===== src/rtl/ps2_scancode_tx.sv =====
// PS/2 device-side scancode transmitter: make/break sequences as 11-bit frames.
// Ports: Clock, Reset (async high), KeyCode, KeyRelease, Send -> Busy, Done,
// PS2Clk, PS2Data. Macro PS2TX_EXTENDED_EN adds KeyExtended (E0 prefix).
module ps2_scancode_tx #(
  parameter int HALF_PERIOD = 2000,
  parameter int GAP_CYCLES  = 4000
) (
  input  logic       Clock,
  input  logic       Reset,
  input  logic [7:0] KeyCode,
  input  logic       KeyRelease,
`ifdef PS2TX_EXTENDED_EN
  input  logic       KeyExtended,
`endif
  input  logic       Send,
  output logic       Busy,
  output logic       Done,
  output logic       PS2Clk,
  output logic       PS2Data
);

  localparam logic [1:0] IDLE   = 2'd0;
  localparam logic [1:0] BIT_HI = 2'd1;
  localparam logic [1:0] BIT_LO = 2'd2;
  localparam logic [1:0] GAP    = 2'd3;

  localparam logic [15:0] HP_LAST  = 16'(HALF_PERIOD - 1);
  localparam logic [15:0] GAP_LAST = 16'(GAP_CYCLES - 1);
  localparam logic [7:0]  BRK      = 8'hF0;

  // start 0, data LSB first, odd parity, stop 1; bit 0 goes out first
  function automatic logic [10:0] frame_of(
    input logic [7:0] b
  );
    return {1'b1, ~^b, b, 1'b0};
  endfunction

  logic [1:0]  state, state_n;
  logic [15:0] cnt, cnt_n;
  logic [3:0]  bit_idx, bit_idx_n;
  logic [10:0] frame, frame_n;
  logic [15:0] pend, pend_n;
  logic [1:0]  npend, npend_n;
  logic        clk_q, clk_n;
  logic        dat_q, dat_n;
  logic        busy_q, busy_n;
  logic        done_q, done_n;

  logic        ext;
  logic        reject;
  logic        accept;
  logic [7:0]  first_b;
  logic [15:0] first_pend;
  logic [1:0]  first_n;

`ifdef PS2TX_EXTENDED_EN
  localparam logic [7:0] EXT = 8'hE0;
  assign ext    = KeyExtended;
  assign reject = (KeyCode == BRK) ||
                  (KeyCode == EXT);
`else
  assign ext    = 1'b0;
  assign reject = (KeyCode == BRK);
`endif

  assign accept = (state == IDLE) &&
                  Send && !reject;

  // Byte list: first byte goes straight into
  // the frame register, the rest wait in pend
  // (low byte next).
  always_comb begin
    first_b    = KeyCode;
    first_pend = 16'h0000;
    first_n    = 2'd0;
`ifdef PS2TX_EXTENDED_EN
    if (ext && KeyRelease) begin
      first_b    = EXT;
      first_pend = {KeyCode, BRK};
      first_n    = 2'd2;
    end else if (ext) begin
      first_b    = EXT;
      first_pend = {8'h00, KeyCode};
      first_n    = 2'd1;
    end else
`endif
    if (KeyRelease && !ext) begin
      first_b    = BRK;
      first_pend = {8'h00, KeyCode};
      first_n    = 2'd1;
    end
  end

  always_comb begin
    state_n   = state;
    cnt_n     = cnt + 16'd1;
    bit_idx_n = bit_idx;
    frame_n   = frame;
    pend_n    = pend;
    npend_n   = npend;
    clk_n     = clk_q;
    dat_n     = dat_q;
    busy_n    = busy_q;
    done_n    = 1'b0;
    unique case (1'b1)
      (state == IDLE): begin
        cnt_n  = 16'd0;
        clk_n  = 1'b1;
        dat_n  = 1'b1;
        busy_n = 1'b0;
        if (accept) begin
          state_n   = BIT_HI;
          bit_idx_n = 4'd0;
          frame_n   = frame_of(first_b);
          pend_n    = first_pend;
          npend_n   = first_n;
          dat_n     = 1'b0;
          busy_n    = 1'b1;
        end
      end
      (state == BIT_HI): begin
        if (cnt == HP_LAST) begin
          state_n = BIT_LO;
          cnt_n   = 16'd0;
          clk_n   = 1'b0;
        end
      end
      (state == BIT_LO): begin
        if (cnt == HP_LAST) begin
          cnt_n = 16'd0;
          clk_n = 1'b1;
          if (bit_idx == 4'd10) begin
            dat_n = 1'b1;
            if (npend != 2'd0) begin
              state_n = GAP;
              frame_n = frame_of(pend[7:0]);
              pend_n  = {8'h00, pend[15:8]};
              npend_n = npend - 2'd1;
            end else begin
              state_n = IDLE;
              busy_n  = 1'b0;
              done_n  = 1'b1;
            end
          end else begin
            // frame shifts so the live bit
            // is always at position 0
            state_n   = BIT_HI;
            bit_idx_n = bit_idx + 4'd1;
            frame_n   = {1'b1, frame[10:1]};
            dat_n     = frame[1];
          end
        end
      end
      (state == GAP): begin
        clk_n = 1'b1;
        dat_n = 1'b1;
        if (cnt == GAP_LAST) begin
          state_n   = BIT_HI;
          cnt_n     = 16'd0;
          bit_idx_n = 4'd0;
          dat_n     = frame[0];
        end
      end
      default: begin
        state_n = IDLE;
        cnt_n   = 16'd0;
      end
    endcase
  end

  always_ff @(posedge Clock or posedge Reset) begin
    if (Reset) begin
      state   <= IDLE;
      cnt     <= 16'd0;
      bit_idx <= 4'd0;
      frame   <= 11'h7FF;
      pend    <= 16'h0000;
      npend   <= 2'd0;
      clk_q   <= 1'b1;
      dat_q   <= 1'b1;
      busy_q  <= 1'b0;
      done_q  <= 1'b0;
    end else begin
      state   <= state_n;
      cnt     <= cnt_n;
      bit_idx <= bit_idx_n;
      frame   <= frame_n;
      pend    <= pend_n;
      npend   <= npend_n;
      clk_q   <= clk_n;
      dat_q   <= dat_n;
      busy_q  <= busy_n;
      done_q  <= done_n;
    end
  end

  assign PS2Clk  = clk_q;
  assign PS2Data = dat_q;
  assign Busy    = busy_q;
  assign Done    = done_q;

endmodule


===== config.mk =====
export PLATFORM = sky130hd
export DESIGN_NAME = ps2_scancode_tx
export DESIGN_NICKNAME = d
export VERILOG_FILES = /design/src/rtl/ps2_scancode_tx.sv
export SDC_FILE = /design/constraint.sdc
export NUM_CORES = 1
export LEC_CHECK = 0
export ABC_AREA = 1
export BUFFER_PORTS_ARGS = -buffer_cell sky130_fd_sc_hd__buf_2
export CAP_MARGIN = 30
export CORE_AREA = 2 2 95 97
export CTS_BUF_LIST = sky130_fd_sc_hd__clkbuf_4 sky130_fd_sc_hd__clkbuf_8
export DETAILED_ROUTE_END_ITERATION = 8
export DIE_AREA = 0 0 97 99
export GPL_TIMING_DRIVEN = 0
export PLACE_DENSITY_LB_ADDON = 0.05
export SLEW_MARGIN = 20
export SYNTH_ARGS = -nofsm -noshare
export SYNTH_HDL_FRONTEND = slang
export SYNTH_SLANG_ARGS = --single-unit

===== constraint.sdc =====
create_clock -name Clock -period 2.1 [get_ports Clock]
set_clock_uncertainty 0.05 [all_clocks]
set_input_delay 0.42 -clock Clock [delete_from_list [all_inputs] [get_ports Clock]]
set_output_delay 0.42 -clock Clock [all_outputs]
set_load 0.005 [all_outputs]

==> summary.md <==
| Metric | Value |
|---|---|
| Status | finished clean |
| Vias in the first global route | roughly 2500 |
| Port Buf Inserts | 15 |
| Final Hold Viols | 0 |
| Async SR Flop Fraction | 100% |
| Post-synthesis register bit count | 46 |
| Placed Cells incl. Taps | 542 |
| Detailed placement HPWL | 5550 µm |
| VDD IR max | 331 µV |
| CTS clock-pin slew for the worst setup and hold paths | roughly 90 ps |
| Initial antenna violation count | 0 |
| Normalized max-slew margin | 69.7% |
| CTS tree | done |
| Max Cap Viol | 0 |
| Core Box Area | about 8600 µm² |
| Crit. End Element | flop |
| Final Util | 38.5% |
| Predominant post-synthesis flop cell | dfrtp_1 |
| Hold/Removal Path Class | primary input to async pin |
| # setup viols final | 0 |
| Routed WL per cell | 13.2 µm |
| Register area | 1170 µm² |
| Sequential area share after synthesis | 39.5% |
| Worst setup margin | 215 ps |
| Die Y-Extent | 99 µm |
| IO Count | 16 |
| Hold-fix buffers, CTS | 0 |
| Leakage | 0.00162 µW |
| Final Wtd Congestion | 0.840 |
| Iteration-0 DRC Markers | 109 |
| Layout area overhead | 11.5% |
| Grt total ovfl | 0 |
| Final ANT Viol Nets | 0 |
| Synth Cell Area | about 3000 µm² |
| WS Path Type | flop to flop |
| DIE WIDTH | about 97 µm |
| Core Rows | 34 |
| Final Cycle Share | 89.8% |
| Worst setup SP type | flop |
| Total clock sinks | 46 |
| Yosys warns | 0 |
| RSZ-0062 raised after global routing | false |
| Die area | 9600 µm² |
| Worst hold slack | 62.2 ps |
| Mapped Nets | 439 |
| Clock buffer depth | 2 |
| Yosys cell types | 32 |
| Largest net degree at the start of global routing | 30 |
| Root Driver | clkbuf_8 |
| # DRC | 0 |
| Share of cells above drive strength 1 | 14.7% |
| Setup WS pre-CTS | 212 ps |
| Routed vias/inst | 4.82 |
| Worst Tran Pin Value | between 400 and 500 ps |
| Global-route wire length before repair | 12100 µm |
| Cell Pwr Density | 505 nW/µm² |
| TritonCTS buffer count | 5 |
| Detailed Route WL | 7250 µm |
| Number of flops mapped to enable cells by yosys | 0 |
| Via total after detailed routing | between 2000 and 3000 |
| Final Non-Filler Cells | 550 |
| Required time worst endpoint | 2290 ps |
| Achievable frequency | 530 MHz |
| Nets@finish | 462 |
| Ant diodes | 0 |
| Setup_tns | 0 ps |
| First-pass iteration count of the detailed router | 4 |
| Clk Latency, worst-skew pair | 300 ps |
| Syn avg cell area | 7.06 µm² |
| CTS H-tree depth | 2 |
| Initial Utilization | between 30% and 40% |
| Minimum clock period | ~1900 ps |
| Postcts setup bufs | 0 |
| Critical path arrival | 2070 ps |
| Crit-path max FO | 10 |
| Gr usage total | between 10% and 20% |
| Fill cell count | around 900 |
| Post-CTS sizing | 0 |
| Mapped Cells | 418 |
| Final-report max-slew violation count | 0 |
| Area occupied by multi-input gates | around 1600 µm² |
Yosys cell counts (7+ instances only):
master   instances  area, µm²
xnor2_1          7       61.3
a21oi_1         10       50.1
nand4_1         15       93.8
nand3_1         24        120
inv_1           37        139
nor2_1          54        203
o21ai_1          9       45.0
o21ai_0         11       55.1
dfrtp_1         34        851
nand2_1        147        552
dfstp_2         12        315
xor2_1           9       78.8
ha_1             9        113
critical path, stage by stage (launching register included):
cell and delay (ps):
dfrtp_1 410, inv_1 120, ha_1 220, buf_4 210, nand2_1 190, inv_1 240
nand2_1 130, o21ai_0 90, a21oi_1 60, o21ai_1 120
through the flow:
step,power [µW],cell area (µm²)
3_5_place_dp,1000,3180
2_1_floorplan,964,2950
4_1_cts,1690,3290
3_3_place_gp,999,3160
5_1_grt,1740,3290
6_report,1660,3290
cells in the final DEF, fill, tap and decap left out, drive strengths merged, types with 7 or more instances in the layout:
cell | Yosys | routed
xnor2 | 7 | 7
ha | 9 | 9
nor2 | 57 | 57
nand3 | 27 | 27
nand2 | 152 | 152
buf | 7 | 23
dfstp | 12 | 12
inv | 41 | 41
xor2 | 9 | 9
dfrtp | 34 | 34
o21ai | 21 | 21
a21oi | 12 | 12
nand4 | 15 | 15
layer usage:
layer  GRT usage [%]  vias to the layer above  share of wire, %
met5               0                        -                 0
met4            5.53                        0               1.5
met3            2.48                        9               3.4
met2            24.4                       31                44
met1            22.1                     1238                52
li1                -                     1375                 -
worst paths after layout:
kind                            slack [ps]                  from  cells after the start                    to
worst min register to register         420      cnt[0]$_DFF_PP0_                      1      cnt[0]$_DFF_PP0_
worst max-delay path                   210  state[0]$_DFFE_PP0P_                      9  frame[4]$_DFFE_PP1P_
max in group asynchronous             1360                 Reset                      3   PS2Data$_DFFE_PP1P_
min in group Clock                     420      cnt[0]$_DFF_PP0_                      1      cnt[0]$_DFF_PP0_
worst min-delay path                    60                 Reset                      2   pend[5]$_DFFE_PP0P_
worst max register to register         210  state[0]$_DFFE_PP0P_                      9  frame[4]$_DFFE_PP1P_
area by class of cell:
| type | instances | area share [%] |
|---|---|---|
| clock buffers | 5 | 2.09 |
| well taps | 108 | 4.11 |
| inverters | 41 | 4.68 |
| multi-input cells | 323 | 48.0 |
| repair buffers | 16 | 2.89 |
| clock inverters | 3 | 1.22 |
| flip-flops and latches | 46 | 35.5 |
| plain buffers | 8 | 1.60 |
report_power, final:
part / total, µW / switching, µW / internal (µW)
sequential: 886 / 0 / 886
combinational: 99.9 / 67.9 / 32.0
clock: 676 / 325 / 351
total: 1660 / 393 / 1270
logic make-up (layout without fill, tap and decap cells):
| kind of cell | Yosys count | count (layout) | share of synthesized area (%) |
|---|---|---|---|
| buf+inv | 49 | 73 | 7.00 |
| compound gates | 39 | 39 | 7.46 |
| xor+xnor | 16 | 16 | 4.75 |
| fa+ha+maj | 9 | 9 | 3.82 |
| simple gates | 259 | 259 | 37.4 |
| flops | 46 | 46 | 39.5 |
sequential cells by signal, indices dropped and copies added (netlist names):
name,flops
cnt,16
frame,10
pend,8
bit_idx,4
npend,2
state,2
Busy,1
Done,1
PS2Clk,1
PS2Data,1
(Power assumes the default switching activity.)
